--- config.mk ---
export PLATFORM = sky130hd
export DESIGN_NAME = duc_model_path_sanitize_stream
export DESIGN_NICKNAME = d
export VERILOG_FILES = /design/src/rtl/duc_model_path_pkg.sv /design/src/rtl/duc_model_path_delim_find.sv /design/src/rtl/duc_model_path_sanitize_stream.sv
export SDC_FILE = /design/constraint.sdc
export NUM_CORES = 2
export LEC_CHECK = 0
export BUFFER_PORTS_ARGS = -buffer_cell sky130_fd_sc_hd__buf_4
export CAP_MARGIN = 20
export CORE_MARGIN = 1
export CORE_UTILIZATION = 40
export DETAILED_ROUTE_END_ITERATION = 10
export HOLD_SLACK_MARGIN = 0.1
export MAX_ROUTING_LAYER = met4
export PLACE_DENSITY = 0.65
export SLEW_MARGIN = 20
export SYNTH_ARGS = -nofsm -noshare
export SYNTH_HDL_FRONTEND = slang
export SYNTH_MEMORY_MAX_BITS = 65536
export SYNTH_SLANG_ARGS = --single-unit
--- constraint.sdc ---
create_clock -name clk -period 4.4 [get_ports clk]
set_clock_uncertainty 0.15 [all_clocks]
set_input_delay 0.88 -clock clk [delete_from_list [all_inputs] [get_ports clk]]
set_output_delay 0.88 -clock clk [all_outputs]
set_load 0.02 [all_outputs]
--- src/rtl/duc_model_path_pkg.sv ---
// Shared types and constants for the DUC model path-sanitise stream.
// Mode, FSM state, default delimiter and the lane-count legality check.
package duc_model_path_pkg;

    typedef enum logic {
        PATH_CUT_FIRST = 1'b0,
        PATH_CUT_LAST  = 1'b1
    } path_mode_t;

    typedef enum logic [1:0] {
        IDLE    = 2'd0,
        CAPTURE = 2'd1,
        EMIT    = 2'd2
    } path_state_t;

    localparam logic [7:0] DELIM_DEFAULT = 8'h2F;

    // Bit n set means a beat width of n lanes is supported (1, 2, 4, 8).
    localparam logic [8:0] LANES_LEGAL_MASK = 9'b1_0001_0110;

    function automatic bit lanes_legal(input int unsigned n);
        return (n < 9) && LANES_LEGAL_MASK[n[3:0]];
    endfunction

endpackage

--- src/rtl/duc_model_path_delim_find.sv ---
// Per-beat delimiter search over kept lanes; purely combinational, zero latency.
// Reports whether any kept lane matches plus the lowest and highest matching lane.
module duc_model_path_delim_find #(
    parameter int LANES = 4,
    parameter int LW    = 2
) (
    input  logic [8*LANES-1:0] data,
    input  logic [LANES-1:0]   keep,
    input  logic [7:0]         delim,
    output logic               any_hit,
    output logic [LW-1:0]      first_lane,
    output logic [LW-1:0]      last_lane
);

    logic [LANES-1:0] hit;

    always_comb begin
        hit = '0;
        for (int l = 0; l < LANES; l++) begin
            hit[l] = keep[l] && (data[8*l +: 8] == delim);
        end
    end

    // Descending scan leaves the lowest hit; ascending scan leaves the highest.
    always_comb begin
        first_lane = '0;
        last_lane  = '0;
        for (int l = LANES - 1; l >= 0; l--) begin
            if (hit[l]) first_lane = LW'(l);
        end
        for (int l = 0; l < LANES; l++) begin
            if (hit[l]) last_lane = LW'(l);
        end
    end

    assign any_hit = |hit;

endmodule

--- src/rtl/duc_model_path_sanitize_stream.sv ---
// Store-and-forward path sanitiser: zeroes every byte from the first/last delimiter on.
// First output beat 1 cycle after the last input beat; s_ready drops for the whole emit phase.
module duc_model_path_sanitize_stream
    import duc_model_path_pkg::*;
#(
    parameter int LANES     = 4,
    parameter int MAX_BYTES = 512,
    parameter int CUT_W     = $clog2(MAX_BYTES + 1)
) (
    input  logic               clk,
    input  logic               areset_n,
    input  logic [7:0]         cfg_delim,
    input  logic               cfg_mode,
    input  logic               s_valid,
    output logic               s_ready,
    input  logic [8*LANES-1:0] s_data,
    input  logic [LANES-1:0]   s_keep,
    input  logic               s_last,
    output logic               m_valid,
    input  logic               m_ready,
    output logic [8*LANES-1:0] m_data,
    output logic [LANES-1:0]   m_keep,
    output logic               m_last,
    output logic               m_found,
    output logic [CUT_W-1:0]   m_cut,
    output logic               m_err
);

    localparam int BEATS = MAX_BYTES / LANES;
    localparam int BCW   = $clog2(BEATS + 1);
    localparam int PW    = (BEATS > 1) ? $clog2(BEATS) : 1;
    localparam int LW    = (LANES > 1) ? $clog2(LANES) : 1;

    if (!lanes_legal(LANES) || (MAX_BYTES % LANES) != 0) begin : g_bad_cfg
        $error("duc_model_path_sanitize_stream: illegal LANES/MAX_BYTES combination");
    end

    logic [8*LANES-1:0] buf_dat  [BEATS];
    logic [LANES-1:0]   buf_keep [BEATS];

    path_state_t state, state_nxt;
    logic        rst_done;
    logic [BCW-1:0]   beat_cnt;
    logic [CUT_W-1:0] byte_cnt;
    logic             first_set;
    logic [CUT_W-1:0] first_idx;
    logic [CUT_W-1:0] last_idx;
    logic             ovf;
    logic [7:0]       delim_q;
    path_mode_t       mode_q;
    logic [PW-1:0]    rd_ptr;
    logic [CUT_W-1:0] cut_q;
    logic             found_q;
    logic             err_q;

    logic             s_fire, m_fire, store_ok, hit;
    logic [7:0]       delim_sel;
    path_mode_t       mode_sel;
    logic             any_hit;
    logic [LW-1:0]    first_lane, last_lane;
    logic [CUT_W-1:0] base, kcnt, byte_nxt;
    logic [CUT_W-1:0] first_idx_nxt, last_idx_nxt, cut_nxt, rd_base;
    logic             first_set_nxt, ovf_nxt;

    assign s_ready  = rst_done && (state != EMIT);
    assign m_valid  = (state == EMIT);
    assign m_last   = (state == EMIT) && ((BCW'(rd_ptr) + BCW'(1)) == beat_cnt);
    assign s_fire   = s_valid && s_ready;
    assign m_fire   = m_valid && m_ready;
    assign store_ok = beat_cnt < BCW'(BEATS);
    assign m_found  = found_q;
    assign m_cut    = cut_q;
    assign m_err    = err_q;

    // The opening beat must see the live config; later beats use the latched copy.
    assign delim_sel = (state == IDLE) ? cfg_delim : delim_q;
    assign mode_sel  = (state == IDLE) ? path_mode_t'(cfg_mode) : mode_q;

    duc_model_path_delim_find #(
        .LANES (LANES),
        .LW    (LW)
    ) u_find (
        .data       (s_data),
        .keep       (s_keep),
        .delim      (delim_sel),
        .any_hit    (any_hit),
        .first_lane (first_lane),
        .last_lane  (last_lane)
    );

    always_comb begin
        base = CUT_W'(beat_cnt) * CUT_W'(LANES);
        kcnt = '0;
        for (int l = 0; l < LANES; l++) begin
            kcnt = kcnt + CUT_W'(s_keep[l]);
        end
        hit           = store_ok && any_hit;
        byte_nxt      = store_ok ? (byte_cnt + kcnt) : byte_cnt;
        first_set_nxt = first_set || hit;
        first_idx_nxt = (first_set || !hit) ? first_idx : (base + CUT_W'(first_lane));
        last_idx_nxt  = hit ? (base + CUT_W'(last_lane)) : last_idx;
        ovf_nxt       = ovf || !store_ok;
        if (!first_set_nxt) begin
            cut_nxt = byte_nxt;
        end else if (mode_sel == PATH_CUT_LAST) begin
            cut_nxt = last_idx_nxt;
        end else begin
            cut_nxt = first_idx_nxt;
        end
    end

    always_comb begin
        state_nxt = state;
        case (state)
            IDLE:    if (s_fire) state_nxt = s_last ? EMIT : CAPTURE;
            CAPTURE: if (s_fire && s_last) state_nxt = EMIT;
            EMIT:    if (m_fire && m_last) state_nxt = IDLE;
            default: state_nxt = IDLE;
        endcase
    end

    // Packet storage carries no reset: every location read is written first.
    always_ff @(posedge clk) begin
        if (s_fire && store_ok) begin
            buf_dat[PW'(beat_cnt)]  <= s_data;
            buf_keep[PW'(beat_cnt)] <= s_keep;
        end
    end

    always_ff @(posedge clk or negedge areset_n) begin
        if (!areset_n) begin
            state     <= IDLE;
            rst_done  <= 1'b0;
            beat_cnt  <= '0;
            byte_cnt  <= '0;
            first_set <= 1'b0;
            first_idx <= '0;
            last_idx  <= '0;
            ovf       <= 1'b0;
            delim_q   <= DELIM_DEFAULT;
            mode_q    <= PATH_CUT_FIRST;
            rd_ptr    <= '0;
            cut_q     <= '0;
            found_q   <= 1'b0;
            err_q     <= 1'b0;
        end else begin
            state    <= state_nxt;
            rst_done <= 1'b1;
            if (s_fire) begin
                if (state == IDLE) begin
                    delim_q <= cfg_delim;
                    mode_q  <= path_mode_t'(cfg_mode);
                end
                if (store_ok) beat_cnt <= beat_cnt + BCW'(1);
                byte_cnt  <= byte_nxt;
                first_set <= first_set_nxt;
                first_idx <= first_idx_nxt;
                last_idx  <= last_idx_nxt;
                ovf       <= ovf_nxt;
                if (s_last) begin
                    cut_q   <= cut_nxt;
                    found_q <= first_set_nxt;
                    err_q   <= ovf_nxt;
                end
            end
            if (m_fire) begin
                if (m_last) begin
                    rd_ptr    <= '0;
                    beat_cnt  <= '0;
                    byte_cnt  <= '0;
                    first_set <= 1'b0;
                    first_idx <= '0;
                    last_idx  <= '0;
                    ovf       <= 1'b0;
                end else begin
                    rd_ptr <= rd_ptr + PW'(1);
                end
            end
        end
    end

    always_comb begin
        m_data  = '0;
        m_keep  = '0;
        rd_base = CUT_W'(rd_ptr) * CUT_W'(LANES);
        if (state == EMIT) begin
            m_keep = buf_keep[rd_ptr];
            for (int l = 0; l < LANES; l++) begin
                if ((rd_base + CUT_W'(l)) < cut_q) m_data[8*l +: 8] = buf_dat[rd_ptr][8*l +: 8];
            end
        end
    end

endmodule

==> results.sh <==
export IMPL_async_flop_share_pct=1.52
export IMPL_use_met1_pct=31.8
export IMPL_start_util_pct=40.3
export IMPL_antenna_found_initial=52
export IMPL_power_density_nw_per_um2=591
export IMPL_grt_use_met2_pct=35.0
export IMPL_ir_worst_vdd_v=0.000439
export IMPL_gp_congestion=0.861
export IMPL_synthSimpleGateAreaFrac_pct=0.973
export IMPL_clkLatencyLatePin_ns=1.00
export IMPL_crit_type="flip-flop to primary output"
export IMPL_routedWlPerCell_um=35.4
export IMPL_synthXorXnorAreaFrac_pct=0.317
export IMPL_syn_avg_cell_area_um2=24.7
export IMPL_syn_inst=7283
export IMPL_die_y_um=673
export IMPL_yosysMostFrequentCell="edfxtp_1"
export IMPL_synth_compound_area_share_pct=0.513
export IMPL_route_detailed_drc=0
export IMPL_ys_flop_type="edfxtp_1"
export IMPL_synth_top_family_by_area="multiplexers"
export IMPL_cts_tree="yes"
export IMPL_synth_top_area_share_pct=76.9
export IMPL_period_share_pct=130
export IMPL_num_rows=245
export IMPL_grt_busiest_layer="met2"
export IMPL_p_total_mw=125
export IMPL_area_growth_pct=17.6
export IMPL_design_die_area_um2=452000
export IMPL_synthTopCellsByCount="edfxtp_1, mux4_2, clkbuf_1"
export IMPL_muxShareOfSynthArea_pct=19.3
export IMPL_track_usage_pct=23.2
export IMPL_use_met3_pct=5.01
export IMPL_crit_arrival_ns=4.70
export IMPL_dr_pass1_iters=6
export IMPL_fin_cells=14522
export IMPL_min_period_ns=5.73
export IMPL_synth_area_um2=180000
export IMPL_max_freq_mhz=174
export IMPL_root_buffer="clkbuf_16"
export IMPL_nets=8247
export IMPL_regToRegSetupSlack_ns=0.36
export IMPL_drive_above_1_share_pct=36.9
export IMPL_io_buffers=100
export IMPL_worst_pin_slew_ns=1.15
export IMPL_finalHoldViolations=0
export IMPL_p_leak_nw=65.1
export IMPL_yosys_area_top_type="edfxtp_1"
export IMPL_synth_edf_count=4608
export IMPL_grt_setup_unrepaired="yes"
export IMPL_cp_end_kind="primary output"
export IMPL_synth_area_leaders="edfxtp_1, mux4_2, dfrtp_1"
export IMPL_core_um2=446000
export IMPL_via_per_inst=6.06
export IMPL_worstPathRequired_ns=3.37
export IMPL_fin_tns_setup_ns=-45.79
export IMPL_start_kind="flip-flop"
export IMPL_clk_pin_slew_ns=0.07
export IMPL_fp_dieW_um=673
export IMPL_pin_count=101
export IMPL_setup_violations=37
export IMPL_clk_path_buf_depth=4
export IMPL_min_path_type="primary input to flip-flop"
export IMPL_finish_utilization_pct=47.4
export IMPL_dpl_hpwl_um=309000
export IMPL_synth_adder_area_share_pct=0.110
export IMPL_antenna_left=0
export IMPL_synth_nets=7347
export IMPL_cp_max_fo=14
export IMPL_yosysSeqAreaShare_pct=77.9
export IMPL_synth_cell_types=73
export IMPL_max_cap_viol_count=0
export IMPL_wl_um=514000
export IMPL_num_vias=88069
export IMPL_numCtsBuffers=448
export IMPL_cts_sinks=4679
export IMPL_yosysWarningCount=0
export IMPL_status="finished with violations"
export IMPL_violations="setup timing"
export IMPL_cts_max_level=5
export IMPL_post_route_cell_area_um2=212000
export IMPL_dp_slack_ns=-0.777
export IMPL_placedCellCount=13593
export IMPL_holdWs_ns=0.195
export IMPL_grt_max_degree=122
export IMPL_drt_iter0_drc=13801
export IMPL_grt_pass1_vias=87421
export IMPL_drv_slew=0
export IMPL_relSlewSlack_pct=23.3
export IMPL_ys_ff_latch=4679
export IMPL_setup_slack_ns=-1.33
export IMPL_place_area_um2=195000
export IMPL_grt_pass1_wl_um=711000
export IMPL_gr_total_overflow=0
kinds of logic after synthesis:
| kind of cell | count (synthesis) |
|---|---|
| muxes | 1571 |
| other | 1 |
| AOI/OAI and AO/OA | 135 |
| and+or+nand+nor | 398 |
| xor gates and xnor gates | 65 |
| DFF | 4679 |
| buffers and inverters | 420 |
| adders and majority gates | 14 |
cells in the final DEF (no fill, tap or decap), types with 7 or more instances in the layout:
cell type         n
edfxtp_1       4608
mux4_2         1512
buf_4           547
clkbuf_16       453
buf_12          196
nor2_4          129
clkinv_1        108
clkbuf_1         99
nor2_1           94
clkinv_2         77
nand2_1          62
dfrtp_1          59
bufinv_16        45
o21ai_0          40
buf_6            38
xnor2_1          35
mux2i_1          34
diode_2          33
buf_16           31
xor2_1           30
a21oi_1          29
inv_1            27
nand3_1          18
mux2i_4          16
dlygate4sd3_1    16
nor3_1           15
clkinv_16        14
clkinvlp_4       12
ha_1             10
nand2b_1          9
nor2_2            9
nand4_1           8
nor2b_1           8
clkinv_4          8
inv_6             7
dfrtp_4           7
per-layer routing:
metal	part of all wire (%)	wire length (um)
met1	38	193000
met2	47	240000
met3	12	62300
met4	3.7	19200
met5	0	0
critical path, stage by stage, from the launching register on:
cell and delay, ns:
dfrtp_4 0.52, buf_12 0.23, buf_16 0.23, buf_4 0.25, mux4_2 0.50, mux4_2 0.59, mux4_2 0.67, mux2i_2 0.28
nor2_1 0.15, buf_4 0.22
flip-flops by register name (all words and copies together) (netlist names):
| register | flops |
|---|---|
| buf_dat | 4096 |
| buf_keep | 512 |
| byte_cnt | 10 |
| first_idx | 10 |
| last_idx | 10 |
| m_cut | 10 |
| beat_cnt | 8 |
| delim_q | 8 |
| rd_ptr | 7 |
| state | 2 |
| first_set | 1 |
| m_err | 1 |
| m_found | 1 |
| mode_q | 1 |
| ovf | 1 |
| rst_done | 1 |
what timing repair did:
item	CTS	global route
pin swaps	1	2
cloned	13	3
hold buffers	16	0
setup buffers	18	18
endpoints found under the hold margin	128	0
gates resized for setup	93	55
endpoints found under the setup margin	37	40
worst paths after layout:
kind	start	end	depth (start not counted)
worst min register to register	m_err	m_err	2
min in group asynchronous	areset_n	rd_ptr[6]	2
worst max register to register	state[0]	buf_dat[72][15]	7
worst max-delay path	rd_ptr[0]	m_data[2]	9
max in group asynchronous	areset_n	rd_ptr[2]	2
worst min-delay path	s_data[6]	buf_dat[90][6]	1
report_power, final:
group          internal, mW  total [mW]  switching (mW)
registers              49.3        49.7           0.408
clock network          21.5        38.4            16.8
logic                  17.8        36.9            19.2
cell type report:
type	instances	area, um^2
Antenna cell	33	82.6
Clock buffer	549	11600
Clock inverter	279	2920
Fill cell	35383	235000
Inverter	27	101
Multi-Input combinational cell	2184	39400
Sequential cell	4679	140000
Tap cell	5928	7420
Timing Repair Buffer	843	9830
No activity file was read; power rests on OpenSTA's default activity.
